$ cat config.mk
export PLATFORM = sky130hd
export DESIGN_NAME = seg_display_ctrl
export DESIGN_NICKNAME = d
export VERILOG_FILES = /design/src/rtl/seg_pkg.sv /design/src/rtl/seg_hex_decoder.sv /design/src/rtl/seg_display_ctrl.sv
export SDC_FILE = /design/constraint.sdc
export NUM_CORES = 1
export LEC_CHECK = 0
export ABC_AREA = 1
export BUFFER_PORTS_ARGS = -buffer_cell sky130_fd_sc_hd__buf_2
export CORE_MARGIN = 2
export CORE_UTILIZATION = 54
export CTS_CLUSTER_DIAMETER = 150
export DETAILED_ROUTE_END_ITERATION = 6
export PLACE_DENSITY = 0.76
export SYNTH_ARGS = -nofsm -noshare
export SYNTH_HDL_FRONTEND = slang
export SYNTH_SLANG_ARGS = --single-unit
export TNS_END_PERCENT = 1
$ cat constraint.sdc
create_clock -name clk -period 4.6 [get_ports clk]
set_clock_uncertainty 0.2 [all_clocks]
set_input_delay 0.23 -clock clk [delete_from_list [all_inputs] [get_ports clk]]
set_output_delay 0.23 -clock clk [all_outputs]
set_load 0.03 [all_outputs]
$ cat src/rtl/seg_pkg.sv
// Shared register map, CTRL field positions and active-low glyphs for seg_display_ctrl.
// Build macro SEG_ZERO_BLANK_EN makes CTRL[16] (leading-zero blank) writable.
package seg_pkg;

    localparam logic SEG_ADDR_DATA = 1'b0;
    localparam logic SEG_ADDR_CTRL = 1'b1;

    localparam int unsigned CTRL_EN_LSB = 0;
    localparam int unsigned CTRL_DP_LSB = 8;
    localparam int unsigned CTRL_ZB_BIT = 16;

    localparam logic [31:0] CTRL_RESET = 32'h0000_00FF;

`ifdef SEG_ZERO_BLANK_EN
    localparam logic [31:0] CTRL_WMASK = 32'h0001_FFFF;
`else
    localparam logic [31:0] CTRL_WMASK = 32'h0000_FFFF;
`endif

    // Active-low glyphs, bit 7 (dp) held off.
    localparam logic [7:0] GLYPH_0 = 8'hC0;
    localparam logic [7:0] GLYPH_1 = 8'hF9;
    localparam logic [7:0] GLYPH_2 = 8'hA4;
    localparam logic [7:0] GLYPH_3 = 8'hB0;
    localparam logic [7:0] GLYPH_4 = 8'h99;
    localparam logic [7:0] GLYPH_5 = 8'h92;
    localparam logic [7:0] GLYPH_6 = 8'h82;
    localparam logic [7:0] GLYPH_7 = 8'hF8;
    localparam logic [7:0] GLYPH_8 = 8'h80;
    localparam logic [7:0] GLYPH_9 = 8'h90;
    localparam logic [7:0] GLYPH_A = 8'h88;
    localparam logic [7:0] GLYPH_B = 8'h83;
    localparam logic [7:0] GLYPH_C = 8'hC6;
    localparam logic [7:0] GLYPH_D = 8'hA1;
    localparam logic [7:0] GLYPH_E = 8'h86;
    localparam logic [7:0] GLYPH_F = 8'h8E;

endpackage

$ cat src/rtl/seg_hex_decoder.sv
// Combinational nibble to active-low 7-segment glyph; bit 7 (dp) is always returned off.
module seg_hex_decoder
    import seg_pkg::*;
(
    input  logic [3:0] nibble,
    output logic [7:0] glyph
);

    always_comb begin
        glyph = GLYPH_0;
        unique case (nibble)
            4'h0: glyph = GLYPH_0;
            4'h1: glyph = GLYPH_1;
            4'h2: glyph = GLYPH_2;
            4'h3: glyph = GLYPH_3;
            4'h4: glyph = GLYPH_4;
            4'h5: glyph = GLYPH_5;
            4'h6: glyph = GLYPH_6;
            4'h7: glyph = GLYPH_7;
            4'h8: glyph = GLYPH_8;
            4'h9: glyph = GLYPH_9;
            4'hA: glyph = GLYPH_A;
            4'hB: glyph = GLYPH_B;
            4'hC: glyph = GLYPH_C;
            4'hD: glyph = GLYPH_D;
            4'hE: glyph = GLYPH_E;
            4'hF: glyph = GLYPH_F;
        endcase
    end

endmodule

$ cat src/rtl/seg_display_ctrl.sv
// Eight-digit multiplexed hex display with frame-synchronous DATA shadowing and a CTRL register.
// Build macro SEG_ZERO_BLANK_EN adds leading-zero blanking controlled by CTRL[16].
module seg_display_ctrl
    import seg_pkg::*;
#(
    parameter int unsigned SCAN_DIV = 100000
) (
    input  logic        clk,
    input  logic        rst_n,
    input  logic        seg_wr,
    input  logic        seg_addr,
    input  logic [31:0] seg_wdata,
    output logic [31:0] seg_rdata,
    output logic [7:0]  seg_an,
    output logic [7:0]  seg_cat
);

    localparam int unsigned PW = (SCAN_DIV > 1) ? $clog2(SCAN_DIV) : 1;
    localparam logic [PW-1:0] PRESC_MAX = PW'(SCAN_DIV - 1);

    logic [PW-1:0] presc_q, presc_d;
    logic [2:0]    idx_q, idx_d;
    logic [31:0]   shadow_q, shadow_d;
    logic [31:0]   display_q, display_d;
    logic          pending_q, pending_d;
    logic [31:0]   ctrl_q, ctrl_d;
    logic [7:0]    an_q, an_d;
    logic [7:0]    cat_q, cat_d;

    logic          tc, commit, data_wr, ctrl_wr, blank;
    logic [7:0]    en_mask, dp_mask, glyph;
    logic [3:0]    nibble;

    assign en_mask = ctrl_q[CTRL_EN_LSB +: 8];
    assign dp_mask = ctrl_q[CTRL_DP_LSB +: 8];
    assign nibble  = display_q[{idx_q, 2'b00} +: 4];

    seg_hex_decoder u_hex_decoder (
        .nibble (nibble),
        .glyph  (glyph)
    );

    always_comb begin
        tc       = (presc_q == PRESC_MAX);
        commit   = tc && (idx_q == 3'd7);
        data_wr  = seg_wr && (seg_addr == SEG_ADDR_DATA);
        ctrl_wr  = seg_wr && (seg_addr == SEG_ADDR_CTRL);

        presc_d  = tc ? '0 : presc_q + PW'(1);
        idx_d    = tc ? idx_q + 3'd1 : idx_q;
        shadow_d = data_wr ? seg_wdata : shadow_q;
        ctrl_d   = ctrl_wr ? (seg_wdata & CTRL_WMASK) : ctrl_q;

        display_d = display_q;
        pending_d = pending_q;
        // A write landing on the commit edge bypasses the shadow so it is never lost.
        if (data_wr && commit) begin
            display_d = seg_wdata;
            pending_d = 1'b0;
        end else if (data_wr) begin
            pending_d = 1'b1;
        end else if (commit && pending_q) begin
            display_d = shadow_q;
            pending_d = 1'b0;
        end
    end

    always_comb begin
        blank = 1'b0;
`ifdef SEG_ZERO_BLANK_EN
        // Digit i is a leading zero when nibbles i..7 are all zero; digit 0 always shows.
        if (ctrl_q[CTRL_ZB_BIT] && (idx_q != 3'd0)) begin
            blank = ((display_q >> {idx_q, 2'b00}) == 32'd0);
        end
`endif
        an_d  = (en_mask[idx_q] && !blank) ? ~(8'd1 << idx_q) : 8'hFF;
        cat_d = glyph & {~dp_mask[idx_q], 7'h7F};
    end

    always_ff @(posedge clk or negedge rst_n) begin
        if (!rst_n) begin
            presc_q   <= '0;
            idx_q     <= 3'd0;
            shadow_q  <= 32'd0;
            display_q <= 32'd0;
            pending_q <= 1'b0;
            ctrl_q    <= CTRL_RESET;
            an_q      <= 8'hFF;
            cat_q     <= 8'hFF;
        end else begin
            presc_q   <= presc_d;
            idx_q     <= idx_d;
            shadow_q  <= shadow_d;
            display_q <= display_d;
            pending_q <= pending_d;
            ctrl_q    <= ctrl_d;
            an_q      <= an_d;
            cat_q     <= cat_d;
        end
    end

    assign seg_an    = an_q;
    assign seg_cat   = cat_q;
    assign seg_rdata = (seg_addr == SEG_ADDR_CTRL) ? ctrl_q : shadow_q;

endmodule

* After elaboration in Yosys (flattened, before gate mapping)
Memory sizes are Yosys's and may differ from the RTL's.
Index checks and enable logic that the tools add are counted.
** Operators by class
- Bitwise logic cells :: 4
- Order comparisons :: 1
- Shifts and indexed selects :: 2
- Multiplexer cells :: 13
- Equality and inequality tests :: 3
- Add/sub/neg operators :: 2
- Reduce and logical (&&, ||, !) cells :: 8
** Operators by type and width (number)
- two-way mux 32 bit :: 4
- indexed part select 32 x 6 -> 4 bit :: 1
- adder 17 x 1 -> 17 bit, second input constant :: 1
- equality test 17 bit, second input constant :: 1
- two-way mux 17 bit :: 1
- bitwise AND 8 bit :: 1
- two-way mux 8 bit :: 1
- NOT 8 bit :: 1
- << shifter 1 x 3 -> 8 bit, first input constant :: 1
- binary-select mux 1 bit (select 3 bit) :: 2
- logical AND 1 bit :: 5
- two-way mux 1 bit :: 5
- < comparator 3 x 4 -> 1 bit, second input constant :: 1
- adder 3 x 1 -> 3 bit, second input constant :: 1
- equality test 3 bit, second input constant :: 1
- nonzero test 3 bit :: 1
- inequality test 2 x 1 -> 1 bit, second input constant :: 1
- NOT 1 bit :: 2
- AND reduction 2 bit :: 1
- nonzero test 2 bit :: 1
** Word-level totals
- Memories kept :: 1
- Output and inout bits :: 48
- Logic and storage cells :: 42
- Bits of input ports :: 36
- ROM bits :: 112
- Bits in registers :: 117
** Memory list
- (name not given) :: depth 16, width 7, read ports 1, clocked after memory_dff 0, write ports 0, RTL line seg_hex_decoder.sv:11 : unique case (nibble)

* Longest topological paths before layout
- Depth after elaboration :: 6
- Gate-level depth with buffers :: 13
- Gate-level depth less buffers :: 12

* Modules after synthesis
Synthesis repeated with hierarchy kept, for this count alone.
** Second synthesis, totals
- Cells, all modules :: 717
- Area, all modules :: 5761.8 um2
** By module, submodules not included
- seg_display_ctrl :: cells an instance 666, area an instance 5476.5 um2, sequential area each 2957.8 um2, times used 1
- seg_hex_decoder :: cells an instance 51, area an instance 285.3 um2, sequential area each 0.0 um2, times used 1

* Least setup slack after synthesis
No wires, ideal clock.
- Kind :: flip-flop to flip-flop
- Start point :: register idx_q[1]
- End point :: register cat_q[2] (netlist: seg_cat[2])
- Arrival time :: 1.515 ns
- Cell stages (with the launch flop) :: 10
- Required time :: 4.321 ns
- Path slack :: 2.806 ns
- Setup time :: 0.079 ns
- Clock period less this slack :: 1.794 ns
- Path buffers :: 1
- Path through :: dfrtp_1 inv_1 buf_2 nand3_1 nand3_1 nand2_1 ha_1 inv_1 nand3_1 o21ai_0
** On the way
- Cells in the longest elaborated chain, start to end :: 3
** RTL lines
- start, declared :: RTL line seg_display_ctrl.sv:22 : logic [2:0] idx_q, idx_d;
- start signal, assigned :: RTL line seg_display_ctrl.sv:92 : idx_q <= idx_d;
- indexed part select 32 x 6 -> 4 bit :: RTL line seg_display_ctrl.sv:36 : assign nibble = display_q[{idx_q, 2'b00} +: 4];
- memory (16 x 7 bit)
- bitwise AND 8 bit :: RTL line seg_display_ctrl.sv:77 : cat_d = glyph & {~dp_mask[idx_q], 7'h7F};
- via cat_d[2] :: RTL line seg_display_ctrl.sv:28 : logic [7:0] cat_q, cat_d;
- end signal, assigned :: RTL line seg_display_ctrl.sv:98 : cat_q <= cat_d;
- end, declared :: RTL line seg_display_ctrl.sv:28
The timed path passes the listed nets, and every way through them passes these cells.
A chain may end at the register's enable or synchronous reset.

* Final worst setup path
- Start point :: register idx_q[1]
- End point :: register cat_q[6] (netlist: seg_cat[6])
Same word-level chain as after synthesis.

==> results.txt <==
The flow ran to the end, but the final reports show violations. The final reports fail on design-rule violations. The final count of pins violating max slew was 0. The power per unit of standard cell area came out at 370 mW/mm^2. OpenSTA, run right after detailed placement, puts the worst setup slack at 1590 ps.

After detailed routing, the total wire length is 13.5 mm. TritonCTS built the clock tree. The post-synthesis cell count was 751. The clock-pin slew on the worst setup and hold paths was 60 ps; the post-cts sizing count was 0. For the sequential cell area fraction in the yosys report, the log shows 50.4%. The library cells used most frequently in the layout, excluding fill and tap cells, are 257 x nand2_1, 93 x dfrtp_1, 88 x inv_1. The largest total area in the synthesized netlist belongs to dfrtp_1.

The area fraction of the dominant cell type after synthesis came out at 39.6%. The via count of the first global-routing pass came out at 4996. The floorplan step defined a die boundary enclosing 0.0117 mm^2. Measured along the x axis, the die boundary spans 108 um. For this design, the slowest cell found on the critical path is dfrtp_1. For the total via count after detailed routing, the log shows 5216. The completed layout was analyzed and its total power is 2670 uW. The ratio of routed vias to standard cells works out to 5.18. Of the total power, the clock network draws 47.3%. The floorplan has 38 rows. In the final routed layout, each cell accounts on average for 13.4 um. Setup repair after global routing left no endpoint under its margin. The count of cells in the finished layout, fillers not included, comes to 1007.

Max-cap violations in this run came to 0. For this design the static power due to leakage is 0.00378 uW. The run gives 2 as the count of unresolved DRC violations after routing. During synthesis, Yosys emitted a total of 0 warnings.

The mean area per synthesized cell works out to 7.82 um^2. In this design, the stage delay of the slowest critical-path cell is 710 ps. The count of endpoints failing setup in the final report was 0; the relative slew slack was 30.2%. At the worst endpoint, the required time is 4850 ps. The total global routing overflow was 0; the share of power burned in registers was 42.2%.

Relative to the synthesized area, the layout overhead comes to 22.8%. In this run the worst hold path is classified as in -> reg. The logs give 0 for the initial antenna violation count and 0.261 mV for the worst voltage drop across the vdd grid. The clock tree synthesis step divided the H-tree into 4 levels. For the pin with the worst max-slew slack, the measured transition is 1050 ps. Cell internal power was estimated by the tool at 1990 uW. The die is 108 um tall.

The worst path in the final design needs a cycle of 2640 ps, including I/O delays and setup. After global routing, the most crowded layer is met2. The first TritonRoute pass finished after 7 iterations.

In this run the tool buffered the top-level ports with 83 buffer cells. The effective utilization at floorplan is 54.6%. The tools report the endpoint class of the critical path as a flop.

The start-to-end type of the worst setup path was reg -> reg. Entering global routing, the biggest net connects 85 pins. The run gives 2890 ps as the data arrival time at the worst-slack endpoint.

The signal on the critical path passes through inv_1, nand3_1, nand3_1, nand2_1, inv_1, ha_1, nand3_1, nand2_1, nand2_1, nand2_1. The most frequent cell on the critical path is nand2_1. The logs give 369 for the violation count after the first detailed-route iteration and 0 for the number of hold-slack violations in the final timing report. The run gives 1960 ps as the final worst-path setup slack. Yosys mapped the design onto 29 distinct sky130hd cell types. Number of fill cells: 871.

Most common library cell in the layout ignoring fill and taps: nand2_1. The run gives 8.81 mm as the sum of net half-perimeters after detailed placement. Ranked by total cell area, the synthesized netlist is headed by dfrtp_1 40%, nand2_1 16%, dfstp_2 11%. The logs give 0.00587 mm^2 for the netlist area before placement and 33.4% for the met1 track demand over resource in global routing. The number of cells in the design after placement was 942.

The core region area is 0.0107 mm^2, and the register bit count reported by yosys is 117. Counting the buffers created by CTS gives 17. Global routing used 24.7% of the available tracks across all layers. The remaining antenna violation count was 0; the global-route met3 utilization was 6.57%. The clock passes through at most 2 buffers.

Final estimated routing congestion in global placement: 0.897. The first global-routing pass estimated 22.6 mm of wire. The number of nets in the synthesized netlist is 799. The number of nets in the final layout came out at 902. Summing all multi-input logic gate instances after layout gives 0.00238 mm^2. The number of sinks on the clock net is 117, and the final sum of negative setup slack is 0 ps.

The number of antenna diodes in the final layout is 0. Of all nets on the critical path, the largest fanout is 16. The run gives 379 MHz as the highest clock frequency the design can meet. The switching power was 676 uW; the register area was 0.00296 mm^2. The clock tree root buffer cell is clkbuf_8.

Of the cells placed in the final design, the portion with a size suffix greater than 1 is 17.8%. The switching power share of the total came out at 25.3%. The later pin in the worst-skew pair is clocked with a latency of 520 ps. The worst setup path is launched from a flop.

The met2 track demand over resource in global routing is 37.8%, and the post-route fraction of the period consumed by the critical path is 57.4%. Once the clock tree was built, the setup fixing pass inserted 0 buffers. Logic gate share of total power: 10.5%. The run gives 84 as the top-level I/O count.
-- power by group through the flow --
stage                     combinational [uW]  sequential [uW]  clock [uW]
after floorplan                          160             1140           0
after global placement                   253             1140           0
after detailed placement                 257             1140           0
after CTS                                281             1120        1270
after global routing                     312             1130        1320
final                                    281             1130        1260
-- cell usage after synthesis (all sizes together) --
cell type  count
xor2           6
inv           91
nor2          57
nand4         34
ha            12
nor4           1
nand2        260
nor3b          2
xnor2          3
clkbuf        20
dfrtp         93
a21oi          7
o21ai         66
a31oi          2
nor3           6
buf           17
dfstp         24
nand3         48
nand3b         2
-- cell families (layout without fill, tap and decap cells) --
kind of cell / count (synthesis) / in the layout / share of synthesized area [%]
DFF: 117 / 117 / 50.4
xor gates and xnor gates: 9 / 9 / 1.34
buffers and inverters: 128 / 244 / 9.01
and+or+nand+nor: 410 / 410 / 30.3
AOI/OAI and AO/OA: 75 / 75 / 6.44
adders and majority gates: 12 / 12 / 2.56
-- state kept, by name, indices dropped and copies added, names as in the netlist --
| register | cells |
|---|---|
| display_q | 32 |
| ctrl_q | 16 |
| presc_q | 17 |
| idx_q | 3 |
| seg_cat | 8 |
| pending_q | 1 |
| shadow_q | 32 |
| seg_an | 8 |
-- what timing repair did --
item | 4_1_cts | 5_1_grt
hold buffers | 33 | 0
endpoints found under the hold margin | 144 | 0
endpoints found under the setup margin | 0 | 0
-- critical path: cells and delay by family (launching register included) --
| kind | cells | cell delay [ps] |
|---|---|---|
| buffers and inverters | 2 | 550 |
| and+or+nand+nor | 7 | 870 |
| adders and majority gates | 1 | 220 |
| DFF | 1 | 710 |
-- layer usage --
layer | wire, um | part of all wire, % | vias to the layer above
li1 | - | - | 2576
met1 | 6160 | 46 | 2433
met2 | 6260 | 46 | 180
met3 | 818 | 6.1 | 27
met4 | 265 | 2.0 | 0
met5 | 0 | 0 | -
-- path summary, 6_finish.rpt --
kind	endpoint	cells after the start	slack [ps]	start
min in group asynchronous	presc_q[5]	2	250	rst_n
hold reg to reg	presc_q[0]	1	260	presc_q[0]
setup / recovery	seg_cat[6]	10	1960	idx_q[1]
hold / removal	shadow_q[13]	4	210	seg_wr
setup reg to reg	seg_cat[6]	10	1960	idx_q[1]
max in group asynchronous	seg_cat[3]	3	2930	rst_n
-- layout make-up --
cell class / count / share of cell area, %
clock buffers: 23 / 6.47
clock inverters: 9 / 1.41
inverters: 91 / 4.74
multi-input cells: 506 / 33.1
flip-flops and latches: 117 / 41.0
well taps: 140 / 2.43
repair buffers: 121 / 10.9
-- per-stage QoR --
step	util, %	instance area, um^2	hold slack, ps
after floorplan	-	5870	-266
after global placement	58.8	6310	245
after detailed placement	58.8	6310	259
after CTS	67.1	7210	202
after global routing	67.1	7210	282
final	67.1	7210	206
Note: power is estimated with default switching activity, not from simulation.
